File: src/rtl/id_ex_pipe_pkg.sv
// Shared constants for the ID/EX pipeline register: PC width, RV32 major opcodes
// and the bubble opcode that EX sees when no instruction is held.
package id_ex_pipe_pkg;

    localparam int PC_WIDTH = 32;

    localparam logic [6:0] OP_NOP    = 7'b0000000;
    localparam logic [6:0] OP_LUI    = 7'b0110111;
    localparam logic [6:0] OP_AUIPC  = 7'b0010111;
    localparam logic [6:0] OP_JAL    = 7'b1101111;
    localparam logic [6:0] OP_JALR   = 7'b1100111;
    localparam logic [6:0] OP_BRANCH = 7'b1100011;
    localparam logic [6:0] OP_LOAD   = 7'b0000011;
    localparam logic [6:0] OP_STORE  = 7'b0100011;
    localparam logic [6:0] OP_IMM    = 7'b0010011;
    localparam logic [6:0] OP_REG    = 7'b0110011;

endpackage

File: src/rtl/id_ex_pipe_slot.sv
// One storage entry holding every decoded instruction field; loads on 'load',
// clears to zero on asynchronous active-low reset.
module id_ex_slot #(
    parameter int PC_W   = 32,
    parameter int DATA_W = 32
) (
    input  logic              clk,
    input  logic              rst,
    input  logic              load,
    input  logic [PC_W-1:0]   pc_d,
    input  logic [6:0]        opcode_d,
    input  logic [6:0]        funct7_d,
    input  logic [2:0]        funct3_d,
    input  logic [DATA_W-1:0] imm_d,
    input  logic [DATA_W-1:0] rs1_data_d,
    input  logic [DATA_W-1:0] rs2_data_d,
    input  logic              rd_we_d,
    input  logic [4:0]        rd_addr_d,
    output logic [PC_W-1:0]   pc_q,
    output logic [6:0]        opcode_q,
    output logic [6:0]        funct7_q,
    output logic [2:0]        funct3_q,
    output logic [DATA_W-1:0] imm_q,
    output logic [DATA_W-1:0] rs1_data_q,
    output logic [DATA_W-1:0] rs2_data_q,
    output logic              rd_we_q,
    output logic [4:0]        rd_addr_q
);

    always_ff @(posedge clk or negedge rst) begin
        if (!rst) begin
            pc_q       <= '0;
            opcode_q   <= '0;
            funct7_q   <= '0;
            funct3_q   <= '0;
            imm_q      <= '0;
            rs1_data_q <= '0;
            rs2_data_q <= '0;
            rd_we_q    <= 1'b0;
            rd_addr_q  <= '0;
        end else if (load) begin
            pc_q       <= pc_d;
            opcode_q   <= opcode_d;
            funct7_q   <= funct7_d;
            funct3_q   <= funct3_d;
            imm_q      <= imm_d;
            rs1_data_q <= rs1_data_d;
            rs2_data_q <= rs2_data_d;
            rd_we_q    <= rd_we_d;
            rd_addr_q  <= rd_addr_d;
        end
    end

endmodule

File: src/rtl/id_ex_pipe.sv
// ID/EX pipeline register with valid/ready handshake, synchronous flush and bubble forcing.
// Define ID_EX_SKID_EN for the registered-ready two-entry (MAIN + SKID) variant.
module id_ex_pipe
    import id_ex_pipe_pkg::*;
#(
    parameter int PC_W   = PC_WIDTH,
    parameter int DATA_W = 32
) (
    input  logic              clk,
    input  logic              rst,
    input  logic              flush_i,
    input  logic              valid_i,
    output logic              ready_o,
    input  logic [PC_W-1:0]   pc_i,
    input  logic [6:0]        opcode_i,
    input  logic [6:0]        funct7_i,
    input  logic [2:0]        funct3_i,
    input  logic [DATA_W-1:0] imm_i,
    input  logic [DATA_W-1:0] rs1_data_i,
    input  logic [DATA_W-1:0] rs2_data_i,
    input  logic              rd_we_i,
    input  logic [4:0]        rd_addr_i,
    output logic              valid_o,
    input  logic              ready_i,
    output logic [PC_W-1:0]   pc_o,
    output logic [6:0]        opcode_o,
    output logic [6:0]        funct7_o,
    output logic [2:0]        funct3_o,
    output logic [DATA_W-1:0] imm_o,
    output logic [DATA_W-1:0] rs1_data_o,
    output logic [DATA_W-1:0] rs2_data_o,
    output logic              rd_we_o,
    output logic [4:0]        rd_addr_o
);

`ifdef ID_EX_SKID_EN
    typedef enum logic [1:0] {S_EMPTY, S_BUSY, S_FULL} state_t;
`else
    typedef enum logic [1:0] {S_EMPTY, S_BUSY} state_t;
`endif

    state_t state, state_nxt;
    logic   in_fire, out_fire;
    logic   main_load;

    logic [PC_W-1:0]   main_pc_d,       main_pc_q;
    logic [6:0]        main_opcode_d,   main_opcode_q;
    logic [6:0]        main_funct7_d,   main_funct7_q;
    logic [2:0]        main_funct3_d,   main_funct3_q;
    logic [DATA_W-1:0] main_imm_d,      main_imm_q;
    logic [DATA_W-1:0] main_rs1_data_d, main_rs1_data_q;
    logic [DATA_W-1:0] main_rs2_data_d, main_rs2_data_q;
    logic              main_rd_we_d,    main_rd_we_q;
    logic [4:0]        main_rd_addr_d,  main_rd_addr_q;

    assign valid_o  = (state != S_EMPTY);
    assign in_fire  = valid_i & ready_o;
    assign out_fire = valid_o & ready_i;

`ifdef ID_EX_SKID_EN
    logic skid_load, main_from_skid;

    logic [PC_W-1:0]   skid_pc_q;
    logic [6:0]        skid_opcode_q;
    logic [6:0]        skid_funct7_q;
    logic [2:0]        skid_funct3_q;
    logic [DATA_W-1:0] skid_imm_q;
    logic [DATA_W-1:0] skid_rs1_data_q;
    logic [DATA_W-1:0] skid_rs2_data_q;
    logic              skid_rd_we_q;
    logic [4:0]        skid_rd_addr_q;

    // Registered ready: no combinational path from ready_i back to ID.
    assign ready_o = (state != S_FULL);

    always_comb begin
        state_nxt      = state;
        main_load      = 1'b0;
        skid_load      = 1'b0;
        main_from_skid = 1'b0;
        if (flush_i) begin
            state_nxt = S_EMPTY;
        end else begin
            case (state)
                S_EMPTY: begin
                    if (in_fire) begin
                        state_nxt = S_BUSY;
                        main_load = 1'b1;
                    end
                end
                S_BUSY: begin
                    if (in_fire && out_fire) begin
                        main_load = 1'b1;
                    end else if (in_fire) begin
                        state_nxt = S_FULL;
                        skid_load = 1'b1;
                    end else if (out_fire) begin
                        state_nxt = S_EMPTY;
                    end
                end
                S_FULL: begin
                    if (out_fire) begin
                        state_nxt      = S_BUSY;
                        main_load      = 1'b1;
                        main_from_skid = 1'b1;
                    end
                end
                default: state_nxt = S_EMPTY;
            endcase
        end
    end

    assign main_pc_d       = main_from_skid ? skid_pc_q       : pc_i;
    assign main_opcode_d   = main_from_skid ? skid_opcode_q   : opcode_i;
    assign main_funct7_d   = main_from_skid ? skid_funct7_q   : funct7_i;
    assign main_funct3_d   = main_from_skid ? skid_funct3_q   : funct3_i;
    assign main_imm_d      = main_from_skid ? skid_imm_q      : imm_i;
    assign main_rs1_data_d = main_from_skid ? skid_rs1_data_q : rs1_data_i;
    assign main_rs2_data_d = main_from_skid ? skid_rs2_data_q : rs2_data_i;
    assign main_rd_we_d    = main_from_skid ? skid_rd_we_q    : rd_we_i;
    assign main_rd_addr_d  = main_from_skid ? skid_rd_addr_q  : rd_addr_i;

    id_ex_slot #(.PC_W(PC_W), .DATA_W(DATA_W)) u_skid (
        .clk        (clk),
        .rst        (rst),
        .load       (skid_load),
        .pc_d       (pc_i),
        .opcode_d   (opcode_i),
        .funct7_d   (funct7_i),
        .funct3_d   (funct3_i),
        .imm_d      (imm_i),
        .rs1_data_d (rs1_data_i),
        .rs2_data_d (rs2_data_i),
        .rd_we_d    (rd_we_i),
        .rd_addr_d  (rd_addr_i),
        .pc_q       (skid_pc_q),
        .opcode_q   (skid_opcode_q),
        .funct7_q   (skid_funct7_q),
        .funct3_q   (skid_funct3_q),
        .imm_q      (skid_imm_q),
        .rs1_data_q (skid_rs1_data_q),
        .rs2_data_q (skid_rs2_data_q),
        .rd_we_q    (skid_rd_we_q),
        .rd_addr_q  (skid_rd_addr_q)
    );
`else
    // Single entry: accept a new beat only when the held one leaves this cycle.
    assign ready_o = ~valid_o | ready_i;

    always_comb begin
        state_nxt = state;
        main_load = 1'b0;
        if (flush_i) begin
            state_nxt = S_EMPTY;
        end else begin
            case (state)
                S_EMPTY: begin
                    if (in_fire) begin
                        state_nxt = S_BUSY;
                        main_load = 1'b1;
                    end
                end
                S_BUSY: begin
                    if (in_fire) begin
                        main_load = 1'b1;
                    end else if (out_fire) begin
                        state_nxt = S_EMPTY;
                    end
                end
                default: state_nxt = S_EMPTY;
            endcase
        end
    end

    assign main_pc_d       = pc_i;
    assign main_opcode_d   = opcode_i;
    assign main_funct7_d   = funct7_i;
    assign main_funct3_d   = funct3_i;
    assign main_imm_d      = imm_i;
    assign main_rs1_data_d = rs1_data_i;
    assign main_rs2_data_d = rs2_data_i;
    assign main_rd_we_d    = rd_we_i;
    assign main_rd_addr_d  = rd_addr_i;
`endif

    always_ff @(posedge clk or negedge rst) begin
        if (!rst) state <= S_EMPTY;
        else      state <= state_nxt;
    end

    id_ex_slot #(.PC_W(PC_W), .DATA_W(DATA_W)) u_main (
        .clk        (clk),
        .rst        (rst),
        .load       (main_load),
        .pc_d       (main_pc_d),
        .opcode_d   (main_opcode_d),
        .funct7_d   (main_funct7_d),
        .funct3_d   (main_funct3_d),
        .imm_d      (main_imm_d),
        .rs1_data_d (main_rs1_data_d),
        .rs2_data_d (main_rs2_data_d),
        .rd_we_d    (main_rd_we_d),
        .rd_addr_d  (main_rd_addr_d),
        .pc_q       (main_pc_q),
        .opcode_q   (main_opcode_q),
        .funct7_q   (main_funct7_q),
        .funct3_q   (main_funct3_q),
        .imm_q      (main_imm_q),
        .rs1_data_q (main_rs1_data_q),
        .rs2_data_q (main_rs2_data_q),
        .rd_we_q    (main_rd_we_q),
        .rd_addr_q  (main_rd_addr_q)
    );

    // Bubble: EX must see a harmless NOP that never writes the register file.
    assign opcode_o   = valid_o ? main_opcode_q : OP_NOP;
    assign funct7_o   = valid_o ? main_funct7_q : 7'd0;
    assign funct3_o   = valid_o ? main_funct3_q : 3'd0;
    assign rd_we_o    = valid_o & main_rd_we_q;
    assign pc_o       = main_pc_q;
    assign imm_o      = main_imm_q;
    assign rs1_data_o = main_rs1_data_q;
    assign rs2_data_o = main_rs2_data_q;
    assign rd_addr_o  = main_rd_addr_q;

endmodule

File: config.mk
export PLATFORM = sky130hd
export DESIGN_NAME = id_ex_pipe
export DESIGN_NICKNAME = d
export VERILOG_FILES = /design/src/rtl/id_ex_pipe_pkg.sv /design/src/rtl/id_ex_pipe_slot.sv /design/src/rtl/id_ex_pipe.sv
export SDC_FILE = /design/constraint.sdc
export NUM_CORES = 1
export LEC_CHECK = 0
export ABC_AREA = 1
export CAP_MARGIN = 15
export CORE_MARGIN = 1
export CORE_UTILIZATION = 36
export CTS_CLUSTER_SIZE = 10
export DETAILED_ROUTE_END_ITERATION = 10
export GPL_TIMING_DRIVEN = 0
export PLACE_DENSITY = 0.77
export SYNTH_ARGS = -nofsm -noshare
export SYNTH_HDL_FRONTEND = slang
export SYNTH_SLANG_ARGS = --single-unit
File: constraint.sdc
create_clock -name clk -period 1.35 [get_ports clk]
set_clock_uncertainty 0.1 [all_clocks]
set_input_delay 0.405 -clock clk [delete_from_list [all_inputs] [get_ports clk]]
set_output_delay 0.405 -clock clk [all_outputs]
set_load 0.01 [all_outputs]
==> flow_summary.toml <==
[outcome]
status = "complete, but fails checks"
violations = "hold timing, setup timing"

[timing]
slew_violations = 0
worst_slew_pin_slew_ns = 0.8328
rsz0062_at_grt = "yes"
tns_ns = -55.79
finalHoldViolations = 40
setup_slack_ns = -0.4929
whs_ns = -0.06630
fmaxAchievable_ghz = 0.5426
setup_violations = 304
fin_crit_ns = 1.843
period_share_pct = 136.5
slew-limit-headroom_pct = 44.48

[global_route]
grtUsageMet2_pct = 47.22
grt_pass1_vias = 6564
grt_use_met1_pct = 30.01
grt_max_degree = 88
use_met3_pct = 8.352
grt_busiest_layer = "met2"
antenna_found_initial = 1
overflow = 0
grt_pass1_wl_mm = 35.59
track_usage_pct = 26.67

[synthesis]
yosysMostFrequentCell = "nand2_1"
synthTopCellsByArea = "dfrtp_1 (62%), nand2_1 (20%), nand3_1 (12%)"
netlist_instances = 697
synthDominantCellAreaShare_pct = 61.95
avgSynthCellArea_um2 = 8.809
yosys.area_share.simple_pct = 32.42
synth_seq_area_share_pct = 61.95
synth-async-reset-ratio_pct = 100.0
synthAdderAreaFrac_pct = 0
yosys-mux-area-fraction_pct = 0
syn-cell-area_um2 = 6140
yosys.area.top_type = "dfrtp_1"
synth_xor_area_share_pct = 0
ys_types = 10
yosys_most_used_dff = "dfrtp_1"
synth_compound_area_share_pct = 0.08152
synth-edff-count = 0
synth-seq-cells = 152
yosys-top-cells-count = "nand2_1 (320), dfrtp_1 (152), nand3_1 (151)"
yosys_warnings = 0
synthesis.nets = 853
synth_top_family_by_area = "simple AND/OR/NAND/NOR gates"

[setup_path]
worstSetupStartpointType = "flop"
cp_slowest_cell = "dfrtp_1"
worstPathArrival_ns = 1.34
worstPathRequired_ns = 0.85
r2r-start = "state[0]"
crit_buf_inv = 4
ff2ff_setup_slack_ns = -0.31
worst_path_largest_cell_delay_ns = 0.38
worstSetupPathType = "reg -> out"
path_max_fanout = 5
rr_worst_depth = 10
endpoint_kind = "output pin"
worstPathCellList = "buf_6 -> clkbuf_16 -> nand2_4 -> inv_2 -> buf_6"
path_common_cell = "buf_6"
crit_family = "buffers and inverters"
reg2reg_to = "u_main.funct7_q[3]"

[flow_run]
maxCapViolCount = 0

[routing]
via_per_inst = 4.951
drtIter0Drc = 363
wirelength_mm = 26.41
vias = 7016
firstDrtPassIters = 5
wl_per_cell_um = 18.64
ant_nets = 0
drc = 0

[finish]
finalNonFillerCells = 1417
postLayoutCoreUtil_pct = 77.64
area_growth_syn_to_layout_pct = 110.5
diodes = 0
final_layout_size_suffix_gt1_share_pct = 53.80
nFillCells = 984
post-route-cell-area_um2 = 12920
nets = 1341

[clocking]
cts_max_path_buffers = 2
clk_latency_ns = 0.42
clock-sinks = 152
cts_buffers = 17
clk_pin_slew_ns = 0.06
cts_tree = "built"
clockRootBuffer = "clkbuf_16"
htreeDepth = 4

[place]
io_buffer_count = 308
dpl-instance-area_um2 = 9537
dp_cells = 1226
dpl.hpwl_mm = 14.36
gp_congestion = 0.8044
pre_cts_slack_ns = -1.002

[min_path]
hold_class = "in -> async"

[die]
die_y_um = 132.6
die_w_um = 132.6
initial_utilization_pct = 36.89
core-area_um2 = 16640
dieArea_um2 = 17580
num_io_pins = 309
rows = 47

[power]
power_mw = 16.17
powerDensity_nw_per_um2 = 1252
power_leakage_nw = 6.740
peakVddDrop_uv = 857.6
-- worst reg2reg max path, cell delays in order, from the launching register on --
cell and delay (ns):
dfrtp_1 0.38, buf_6 0.15, nand2_8 0.08, buf_12 0.10, buf_12 0.12, buf_12 0.11, nand2_8 0.07, buf_16 0.16
buf_12 0.15, nand2_4 0.06, nand2_2 0.06
-- layout make-up --
cell class | count | area (um2) | share of cell area (%)
tap | 220 | 275.3 | 2.130
timing repair buffer | 469 | 4438 | 34.35
multi-input combinational | 476 | 3022 | 23.39
sequential | 152 | 3804 | 29.44
inverter | 20 | 75.07 | 0.5810
clock inverter | 12 | 249.0 | 1.927
clock buffer | 19 | 432.9 | 3.350
buffer | 49 | 625.6 | 4.842
-- state kept, by name (all words and copies together), names as in the netlist --
register / flops
state: 1
u_main.funct3_q: 3
u_main.funct7_q: 7
u_main.imm_q: 32
u_main.opcode_q: 7
u_main.pc_q: 32
u_main.rd_addr_q: 5
u_main.rd_we_q: 1
u_main.rs1_data_q: 32
u_main.rs2_data_q: 32
-- layout by cell type, fill, tap and decap left out, types with 5 or more instances in the layout --
master | netlist | layout
bufinv_16 | 0 | 7
buf_8 | 0 | 19
nand2_2 | 0 | 148
buf_12 | 0 | 14
nand2_1 | 320 | 93
nand2_4 | 2 | 79
buf_4 | 13 | 127
clkbuf_16 | 0 | 23
buf_6 | 0 | 79
dfrtp_1 | 152 | 152
nand3_2 | 0 | 5
clkbuf_2 | 0 | 5
buf_16 | 0 | 15
buf_2 | 23 | 93
nand3_1 | 151 | 146
inv_2 | 0 | 17
clkdlybuf4s50_1 | 0 | 153
-- where the power goes --
group	leakage, nW	switching, mW	internal, mW
combinational	4.53	2.11	2.71
sequential	1.88	0.524	5.22
clock	0.327	1.96	3.65
-- repair_timing --
item / CTS / global route
pin swaps: 7 / 8
hold endpoints to repair: 55 / 0
buffers inserted: 52 / 89
setup endpoints to repair: 304 / 304
gates resized for setup: 944 / 201
gates cloned: 23 / 1
-- layer usage --
metal / wire, um / vias up
met1: 9399 / 3442
met3: 2193 / 65
li1: - / 3191
met4: 893 / 2
met5: 15 / -
met2: 13910 / 316
-- worst max path at each step --
stage,from,slack [ns],cells after the start,end
finish,state[0],-0.49,5,funct3_o[0]
CTS,state[0],-0.50,5,funct7_o[5]
global placement,rst,-6.52,1,u_main.rs2_data_q[11]
global route,state[0],-0.54,5,opcode_o[4]
detailed placement,ready_i,-1.00,5,ready_o
floorplan,state[0],0.008,4,funct3_o[0]
-- cells by family after synthesis --
family / count (synthesis)
AOI/OAI and AO/OA: 1
buffers and inverters: 70
DFF: 152
and+or+nand+nor: 474
No activity file was read; power rests on OpenSTA's default activity.
